File: src/rtl/index_decoder.sv
// Binary-index to one-hot decoder with a one-entry valid/ready output stage,
// an accumulated mask of every index seen, its population count and a full flag.
module index_decoder #(
    parameter int logS = 4
) (
    input  logic                 clk,
    input  logic                 rst,
    input  logic                 in_valid,
    input  logic [logS-1:0]      in_idx,
    output logic                 in_ready,
    output logic                 out_valid,
    output logic [(2**logS)-1:0] out_onehot,
    output logic                 out_dup,
    input  logic                 out_ready,
    input  logic                 clr_mask,
    output logic [(2**logS)-1:0] mask,
    output logic                 mask_full,
    output logic [logS:0]        count
);

    localparam int unsigned    S     = 2**logS;
    localparam logic [logS:0]  S_CNT = (logS+1)'(S);

    typedef enum logic {
        ST_EMPTY = 1'b0,
        ST_HOLD  = 1'b1
    } state_t;

    function automatic logic [S-1:0] f_onehot(input logic [logS-1:0] idx);
        logic [S-1:0] v;
        v      = '0;
        v[idx] = 1'b1;
        return v;
    endfunction

    state_t          r_state;
    state_t          w_state_nxt;
    logic [S-1:0]    r_onehot;
    logic            r_dup;
    logic [S-1:0]    r_mask;
    logic [logS:0]   r_count;
    logic            r_full;

    logic            w_accept;
    logic [S-1:0]    w_mask_base;
    logic [logS:0]   w_count_base;
    logic            w_dup;
    logic [S-1:0]    w_mask_nxt;
    logic [logS:0]   w_count_nxt;

    assign out_valid  = (r_state == ST_HOLD);
    assign in_ready   = !out_valid || out_ready;
    assign w_accept   = in_valid && in_ready;
    assign out_onehot = r_onehot;
    assign out_dup    = r_dup;
    assign mask       = r_mask;
    assign count      = r_count;
    assign mask_full  = r_full;

    // Output-stage next-state: a new accept always lands in HOLD, so no bubble on replace.
    always_comb begin
        w_state_nxt = r_state;
        case (r_state)
            ST_EMPTY: begin
                if (w_accept) begin
                    w_state_nxt = ST_HOLD;
                end else begin
                    w_state_nxt = ST_EMPTY;
                end
            end
            ST_HOLD: begin
                if (out_ready && !w_accept) begin
                    w_state_nxt = ST_EMPTY;
                end else begin
                    w_state_nxt = ST_HOLD;
                end
            end
            default: begin
                w_state_nxt = ST_EMPTY;
            end
        endcase
    end

    // Mask/count update: a same-cycle clear happens before the accepted bit is set.
    always_comb begin
        w_mask_base  = '0;
        w_count_base = '0;
        w_mask_nxt   = '0;
        w_count_nxt  = '0;
        if (clr_mask) begin
            w_mask_base  = '0;
            w_count_base = '0;
        end else begin
            w_mask_base  = r_mask;
            w_count_base = r_count;
        end
        w_dup = w_mask_base[in_idx];
        if (w_accept) begin
            w_mask_nxt  = w_mask_base | f_onehot(in_idx);
            w_count_nxt = w_count_base + {{logS{1'b0}}, ~w_dup};
        end else begin
            w_mask_nxt  = w_mask_base;
            w_count_nxt = w_count_base;
        end
    end

    // State and data registers; reset drops any held item.
    always_ff @(posedge clk) begin
        if (rst) begin
            r_state  <= ST_EMPTY;
            r_onehot <= '0;
            r_dup    <= 1'b0;
            r_mask   <= '0;
            r_count  <= '0;
            r_full   <= 1'b0;
        end else begin
            r_state <= w_state_nxt;
            r_mask  <= w_mask_nxt;
            r_count <= w_count_nxt;
            r_full  <= (w_count_nxt == S_CNT);
            if (w_accept) begin
                r_onehot <= f_onehot(in_idx);
                r_dup    <= w_dup;
            end else if (w_state_nxt == ST_EMPTY) begin
                r_onehot <= '0;
                r_dup    <= 1'b0;
            end else begin
                r_onehot <= r_onehot;
                r_dup    <= r_dup;
            end
        end
    end

endmodule

File: config.mk
export PLATFORM = sky130hd
export DESIGN_NAME = index_decoder
export DESIGN_NICKNAME = d
export VERILOG_FILES = /design/src/rtl/index_decoder.sv
export SDC_FILE = /design/constraint.sdc
export NUM_CORES = 1
export LEC_CHECK = 0
export CELL_PAD_IN_SITES_DETAIL_PLACEMENT = 1
export CELL_PAD_IN_SITES_GLOBAL_PLACEMENT = 2
export CORE_ASPECT_RATIO = 0.6
export CORE_MARGIN = 5
export CORE_UTILIZATION = 25
export CTS_CLUSTER_DIAMETER = 50
export CTS_CLUSTER_SIZE = 25
export DETAILED_ROUTE_END_ITERATION = 10
export GPL_TIMING_DRIVEN = 0
export PLACE_DENSITY = 0.81
export SETUP_SLACK_MARGIN = 0.2
export SYNTH_ARGS = -nofsm -noshare
export SYNTH_HDL_FRONTEND = slang
export SYNTH_SLANG_ARGS = --single-unit
File: constraint.sdc
create_clock -name clk -period 4.8 [get_ports clk]
set_clock_uncertainty 0.1 [all_clocks]
set_input_delay 0.72 -clock clk [delete_from_list [all_inputs] [get_ports clk]]
set_output_delay 0.72 -clock clk [all_outputs]
set_load 0.005 [all_outputs]
## Word-level counts from Yosys, hierarchy flattened

Cells that the tools add are included.

- Flip-flop bits (word level): 40
- Word-level logic and storage cells: 35
- Bits of input ports: 9
- Output and inout bits: 41

- Add/sub/neg operators: 1
- Order comparisons: 2
- Reductions and logical operators: 6
- Eq/ne operators: 2
- Bitwise operators: 3
- Muxes and demuxes: 15

Operators by type and width:

| kind | count |
|---|---|
| $mux W16 | 4 |
| $or A16 B16 Y16 | 1 |
| $mux W5 | 2 |
| $mux W1 | 6 |
| $add A5 B1 Y5 | 1 |
| $eq A5 B5 Y1 const B | 1 |
| $lt A4 B5 Y1 const B | 1 |
| $bmux W1 S4 | 1 |
| $demux W1 S4 | 1 |
| $ge A4 B1 Y1 const B | 1 |
| $logic_and A1 B1 Y1 | 3 |
| $logic_not A1 Y1 | 2 |
| $ne A2 B1 Y1 const B | 1 |
| $not A1 Y1 | 2 |
| $pmux W1 S2 | 1 |
| $logic_or A1 B1 Y1 | 1 |

## Depth between registers and ports, before layout

- Word-level depth: 9
- Mapped depth: 10
- Mapped depth without buffers: 9

## Worst setup path before layout

No wires, ideal clock.

- Kind: input to register
- Start point: input port clr_mask
- End point: register r_full, in the netlist mask_full
- Path buffers: 0
- Library setup time: 0.087 ns
- Arrival time: 2.257 ns
- Path slack: 2.356 ns
- Cell stages on the path: 9
- Data required time: 4.613 ns
- Cells stage by stage: or2_2 > o221ai_1 > nand4_1 > ha_1 > and3_1 > nand3_1 > xor2_1 > nor2_1 > nor4b_2

- Word-level cells in the longest chain between the ends: 7
- Elaborated cells on any way between the ends: 8
- Classes of those cells: add/sub: 1; eq/ne: 1; mux: 5; bitwise: 1

RTL lines:

| what | RTL line | text |
|---|---|---|
| start, declared | 15 | `input logic clr_mask,` |
| $mux W16 | 90 | `if (clr_mask) begin` |
| $bmux W1 S4 | 97 | `w_dup = w_mask_base[in_idx];` |
| $mux W1 (implied by the code) | 97 |  |
| $not A1 Y1 | 100 | `w_count_nxt = w_count_base + {{logS{1'b0}}, ~w_dup};` |
| $add A5 B1 Y5 | 100 |  |
| $mux W5 * | 98 | `if (w_accept) begin` |
| $eq A5 B5 Y1 * | 120 | `r_full <= (w_count_nxt == S_CNT);` |
| end signal, assigned | 120 |  |
| end, declared | 42 | `logic r_full;` |

Every way passes the cells marked *; elsewhere a longest branch is shown, timed or not. The select of a mux whose other input is x is not followed.
A chain may end at the register's enable or synchronous reset.

## Worst setup path after layout

- Start point: input port in_idx[0]
- End point: register r_full, in the netlist mask_full

- Word-level cells in the longest chain between the ends: 6

RTL lines:

| what | RTL line | text |
|---|---|---|
| start, declared | 9 | `input logic [logS-1:0] in_idx,` |
| $bmux W1 S4 | 97 |  |
| $mux W1 (implied by the code) | 97 |  |
| $not A1 Y1 | 100 |  |
| $add A5 B1 Y5 | 100 |  |
| $mux W5 | 98 |  |
| $eq A5 B5 Y1 | 120 |  |

Every way passes these cells. The select of a mux whose other input is x is not followed.

==> out/metrics.yaml <==
status: "completed"
totalPowerFinal_mw: 0.680
drt_iter0_drc: 45
ys_ff_latch: 40
pin_count: 50
drtAntennaViolNets: 0
critical_path_class: "input port to flip-flop"
placed_area_sq_mm: 0.00223
synthesis.yosys.warnings: 0
rsz0062_at_grt: "no"
tot_gr_track_use_pct: 12.4
totalNegativeSetupSlack_ps: 0
cts.sinks: 40
floorplan.rows: 22
crit-reg2reg-capture: "mask_full"
grt_antenna_before_repair: 0
routed_via_density: 4.43
routedWlPerCell_um: 15.3
hp-class: "flip-flop to flip-flop"
vias_in_the_first_global_route: 1513
powerDensity_mw_per_mm2: 290
final_clock_period_utilization_by_the_worst_path_pct: 61.5
drtPass1Iterations: 4
antennaDiodeCount: 0
clock.fmax_mhz: 339
hold_buffer_count_at_cts: 0
min_path_cells: 2
area_overhead_of_the_layout_relative_to_synthesis_pct: 43.2
worst-slew-pin-transition_ps: 633
cts_buffers: 5
fillers: 770
maxCapViolCount: 0
startpoint_type: "input port"
synth_top_area_share_pct: 48.9
synth.area.top_cells: "sky130_fd_sc_hd__dfxtp_1 49%, sky130_fd_sc_hd__a21oi_1 9.8%, sky130_fd_sc_hd__nand2_1 8.0%, sky130_fd_sc_hd__nand2b_1 6.5%, sky130_fd_sc_hd__mux2i_1 6.1%"
grt_pass1_wl_um: 7940
core_sq_mm: 0.00622
final_design_area_no_fill_sq_mm: 0.00234
clock_tree.htree_level_count: 2
slowest_delay_ps: 580
post_cts_setup_buffers: 0
syn_inst: 184
irDropWorstVdd_mv: 0.148
synth.cell_area_sq_mm: 0.00164
syn_avg_cell_area_sq_um: 8.89
final_layout_size_suffix_gt1_share_pct: 7.05
hold_violations: 0
crit_fanout: 10
setup_viol_count_final: 0
synth-seq-area-share_pct: 48.9
timing.final.ws_setup_ps: 1850
synth.distinct_cells: 26
critPathSlowestCell: "sky130_fd_sc_hd__clkdlybuf4s50_1"
clock_path_buffers: 2
seqCellArea_sq_um: 801
cp_top_family: "simple AND/OR/NAND/NOR gates"
buffers_added_on_ports: 49
gp_routability_congestion: 0.768
timing.max_slew.rel_slack_pct: 57.8
timing.hold.worst_endpoint: "out_onehot[7]"
chipHeight_um: 72.7
quantity_of_gates_resized_following_cts: 0
drt-total-wl_um: 4970
initial_core_util_pct: 26.3
r2r-start: "mask[11]"
critPathBufInv: 2
remaining_drc_errors: 0
leakage_nw: 0.803
slew_violations: 0
netlist.top_cell.by_area: "sky130_fd_sc_hd__dfxtp_1"
rrSetupSlack_ps: 2640
worst_setup_hold_path_clk_slew_ps: 80
worst_hold_startpoint: "out_onehot[7]"
number_of_nets_produced_by_synthesis: 195
clk-insertion-delay-late_ps: 300
cts.root.buffer_cell: "sky130_fd_sc_hd__clkbuf_8"
multi_input_area_sq_um: 783
dp_worst_setup_slack_ps: 1540
tritoncts_clock_tree: "yes"
final_net_count: 251
grt-ovfl-total: 0
period_needed_ps: 2950
crit_arrival_ps: 3060
floorplan.die_area_sq_mm: 0.00832
grt_max_degree: 14
r2r_cells: 9
die_w_um: 114
hpwl_um: 3800
timing.critical_path.to_type: "flip-flop"
dr_total_vias: 1439
worstPathCellList: "clkdlybuf4s50_1 > buf_6 > mux2i_1 > o221ai_1 > nand4_1 > ha_1 > and3_1 > nand3_1 > xor2_1 > nor2_1 > nor4b_2"
worstPathRequired_ps: 4910
-- worst max path at each step --
stage / from / to / slack [ps] / cells past startpoint
floorplan: clr_mask / mask_full / 2360 / 9
global placement: clr_mask / mask_full / 1550 / 10
detailed placement: clr_mask / mask_full / 1540 / 10
CTS: in_idx[0] / mask_full / 1850 / 11
global route: in_idx[0] / mask_full / 1650 / 11
finish: in_idx[0] / mask_full / 1850 / 11
-- worst register-to-register path: cells and delay by family (launching register included) --
kind	cells	cell delay (ps)
AOI/OAI and AO/OA	1	220
adders and majority gates	1	270
muxes	1	90
DFF	1	390
and+or+nand+nor	5	820
xor gates and xnor gates	1	190
-- layout by cell type, fill, tap and decap left out --
cell type,n
sky130_fd_sc_hd__a21oi_1,32
sky130_fd_sc_hd__and2_1,3
sky130_fd_sc_hd__and3_1,2
sky130_fd_sc_hd__buf_1,1
sky130_fd_sc_hd__buf_6,2
sky130_fd_sc_hd__bufinv_16,1
sky130_fd_sc_hd__clkbuf_1,6
sky130_fd_sc_hd__clkbuf_8,5
sky130_fd_sc_hd__clkdlybuf4s50_1,49
sky130_fd_sc_hd__clkinv_2,1
sky130_fd_sc_hd__clkinvlp_4,1
sky130_fd_sc_hd__dfxtp_1,40
sky130_fd_sc_hd__ha_1,2
sky130_fd_sc_hd__inv_2,1
sky130_fd_sc_hd__mux2i_1,10
sky130_fd_sc_hd__nand2_1,35
sky130_fd_sc_hd__nand2_2,1
sky130_fd_sc_hd__nand2b_1,17
sky130_fd_sc_hd__nand3_1,1
sky130_fd_sc_hd__nand4_1,2
sky130_fd_sc_hd__nor2_1,6
sky130_fd_sc_hd__nor2b_1,8
sky130_fd_sc_hd__nor3_1,2
sky130_fd_sc_hd__nor3_2,1
sky130_fd_sc_hd__nor3b_2,2
sky130_fd_sc_hd__nor4b_2,1
sky130_fd_sc_hd__o21ai_1,1
sky130_fd_sc_hd__o221ai_1,4
sky130_fd_sc_hd__or2_2,1
sky130_fd_sc_hd__xnor2_1,1
sky130_fd_sc_hd__xor2_1,2
-- layout make-up --
class	instances	share of cell area [%]
buffer	9	2.08
clock inverter	3	1.82
clock buffer	5	2.94
timing repair buffer	49	20.9
multi-input combinational	134	33.4
inverter	1	0.160
tap	84	4.48
sequential	40	34.2
-- Yosys cell counts (all sizes together) --
master / number
nor3b: 2
clkbuf: 6
nand4: 2
nand2b: 17
or2: 1
o21ai: 1
inv: 1
and2: 3
nor4b: 1
nor2b: 8
o221ai: 4
nor3: 3
xnor2: 1
a21oi: 32
ha: 2
and3: 2
dfxtp: 40
nand2: 36
xor2: 2
mux2i: 10
nand3: 1
nor2: 6
buf: 3
-- metrics by stage --
step | instances | hold WS [ps] | util, %
floorplan | 184 | 353 | -
global placement | 317 | 347 | 35.9
detailed placement | 317 | 349 | 35.9
CTS | 325 | 361 | 37.7
global route | 325 | 384 | 37.7
finish | 325 | 360 | 37.7
-- logic make-up after synthesis --
| group | synth area share, % |
|---|---|
| simple gates | 26.4 |
| flops | 48.9 |
| compound gates | 12.2 |
| buf+inv | 3.21 |
| mux | 6.12 |
| xor+xnor | 1.61 |
| fa+ha+maj | 1.53 |
-- state kept, by name (all words and copies together) (netlist names) --
register    count
count           5
mask           16
mask_full       1
out_dup         1
out_onehot     16
out_valid       1
-- per-layer routing --
layer	vias up	global-route usage [%]	wire (um)
li1	733	-	-
met5	-	0	0
met4	0	2.37	25
met1	663	18.1	2760
met2	38	17.5	1870
met3	5	4.31	316
-- where the power goes --
part | internal (mW) | switching, mW | total [mW]
Combinational | 0.0289 | 0.0344 | 0.0633
Sequential | 0.337 | 0.00321 | 0.340
Clock | 0.154 | 0.123 | 0.277
No activity file was read; power rests on OpenSTA's default activity.
==> edit, RTL diff (same settings) <==
`logS`: 4 -> 6.
--- a/src/rtl/index_decoder.sv
+++ b/src/rtl/index_decoder.sv
@@ -1,7 +1,7 @@
 // Binary-index to one-hot decoder with a one-entry valid/ready output stage,
 // an accumulated mask of every index seen, its population count and a full flag.
 module index_decoder #(
-    parameter int logS = 4
+    parameter int logS = 6
 ) (
     input  logic                 clk,
     input  logic                 rst,
Ports: changed (resized count, in_idx, mask and out_onehot); port bits go from 50 to 150. No check against the original RTL was run, so the function may have changed too.
==> edit against the unedited design <==
- final cell count rose to 3.4 times the old value
- register-to-register slack got worse by 0.73 ns
- total power rose to 4.1 times the old value
- sequential power rose to 3.4 times the old value
- sequential cell count rose by 98
- fmax fell by 22%
- count of clock-buffer cells in the layout rose by 15
- cell area rose to 3.4 times the old value
- worst setup slack got worse by 0.81 ns
- area after synthesis rose to 3.4 times the old value
- wire length rose to 4.7 times the old value
- largest power group is now the clock network
==> edit: results (changes against the unedited design) <==
metric;value;unit;change
initial drt markers;367;;+720%
Unique masters post-synth;41;;+58%
Post-Syn Nets;666;;+240%
worst skew pair latency;0.43;ns;+0.13 ns
Top Layer Used;met4;;
GRT met1 Usage;26.6;%;+8.5 points
Comb power frac;6.8;%;-2.5 points
root buffer cell;clkbuf_16;;
status;finished clean;;
WL/cell;21.0;um;+38%
H-tree Lvls;4;;+2
top cells by area, synth;dfxtp_1 (50%), a21oi_1 (12%), nand2_1 (9.7%), nand2b_1 (7.5%), mux2i_1 (2.9%);;
P_sw;0.677;mW;+320%
met2 Use GR;25.2;%;+7.7 points
GPL Wtd Cong;0.805;;+4.9%
M1 wire length;12000;um;+340%
pin count of the biggest net entering global routing;17;;+3
worst hold start;out_onehot[59];;
vias in the first global route;5513;;+260%
fraction of layout cells with a size suffix above 1;8.16;%;+1.1 points
Slew HR;5.23;%;-53 points
DR WL met2;9300;um;+400%
Hold Path End;out_onehot[59];;
met3 Usage GRT;6.78;%;+2.5 points
Post-Synth XOR/XNOR Area;0.632;%;-0.97 points
Post-synth top cells;nand2_1 (143), dfxtp_1 (138), a21oi_1 (131), nand2b_1 (66), clkbuf_1 (28);;
Worst EP arrival;4.04;ns;+0.98 ns
number of fill cells;2562;;+230%
crit-path max cell delay;0.51;ns;-0.07 ns
CP top delay family;simple AND/OR/NAND/NOR gates;;
CTS Sinks;138;;+250%
DR WL met3;1830;um;+480%
reg-to-reg slack, setup;1.91;ns;-0.73 ns
first-pass GRT wire length;35000;um;+340%
Reg2Reg Depth;11;;+2
leak pwr;2.70;nW;+240%
multiplexer area fraction after synthesis;2.89;%;-3.2 points
Seq power;1.16;mW;+240%
initial antenna violation count;0;;unchanged
sequential share of the synthesized area;49.9;%;+0.95 points
TritonCTS buffer count;17;;+12
RR Startpoint;mask[61];;
peak supply drop;0.000274;V;+85%
routed vias;5323;;+270%
## edit: cell count changes after synthesis, sizes merged, moves of 15 or more
cell / delta
nand2b: +50
buf: +15
a22oi: +16
o21ai: +23
nor2: +15
nand2: +108
a21oi: +99
clkbuf: +22
dfxtp: +98
## edit: worst register-to-register path, delay by kind of cell, from the launching register on
| family | cells | cell delay [ns] |
|---|---|---|
| AND/OR/NAND/NOR | 5 | 1.01 |
| AO/OA/AOI/OAI | 4 | 0.85 |
| adder cells (fa/ha/maj) | 2 | 0.53 |
| flip-flops | 1 | 0.35 |
## edit: cell type report
type	count	area, um^2	share of cell area, %
Sequential cell	138	2760	34.3
Timing Repair Buffer	148	1480	18.4
Buffer	47	287	3.56
Tap cell	286	358	4.44
Inverter	2	7.51	0.0932
Clock buffer	20	467	5.79
Multi-Input combinational cell	466	2510	31.1
Clock inverter	12	186	2.31
## edit: how the worst max path moves through the flow
| stage | depth (start not counted) | start | end |
|---|---|---|---|
| CTS | 13 | clr_mask | mask_full |
| finish | 13 | clr_mask | mask_full |
| detailed placement | 15 | clr_mask | mask_full |
| global placement | 13 | clr_mask | mask_full |
| global route | 15 | clr_mask | mask_full |
| floorplan | 13 | in_idx[0] | mask_full |
## edit: metrics by stage
stage | worst slack (ns) | util, % | area (um^2) | hold slack (ns) | std cells
after global placement | 0.603 | 33.5 | 7340 | 0.342 | 1083
after CTS | 1.06 | 36.8 | 8060 | 0.358 | 1119
after floorplan | 1.59 | - | 5540 | 0.353 | 653
after detailed placement | 0.600 | 33.8 | 7410 | 0.350 | 1087
final | 1.04 | 36.8 | 8060 | 0.355 | 1119
after global routing | 0.813 | 36.8 | 8060 | 0.376 | 1119
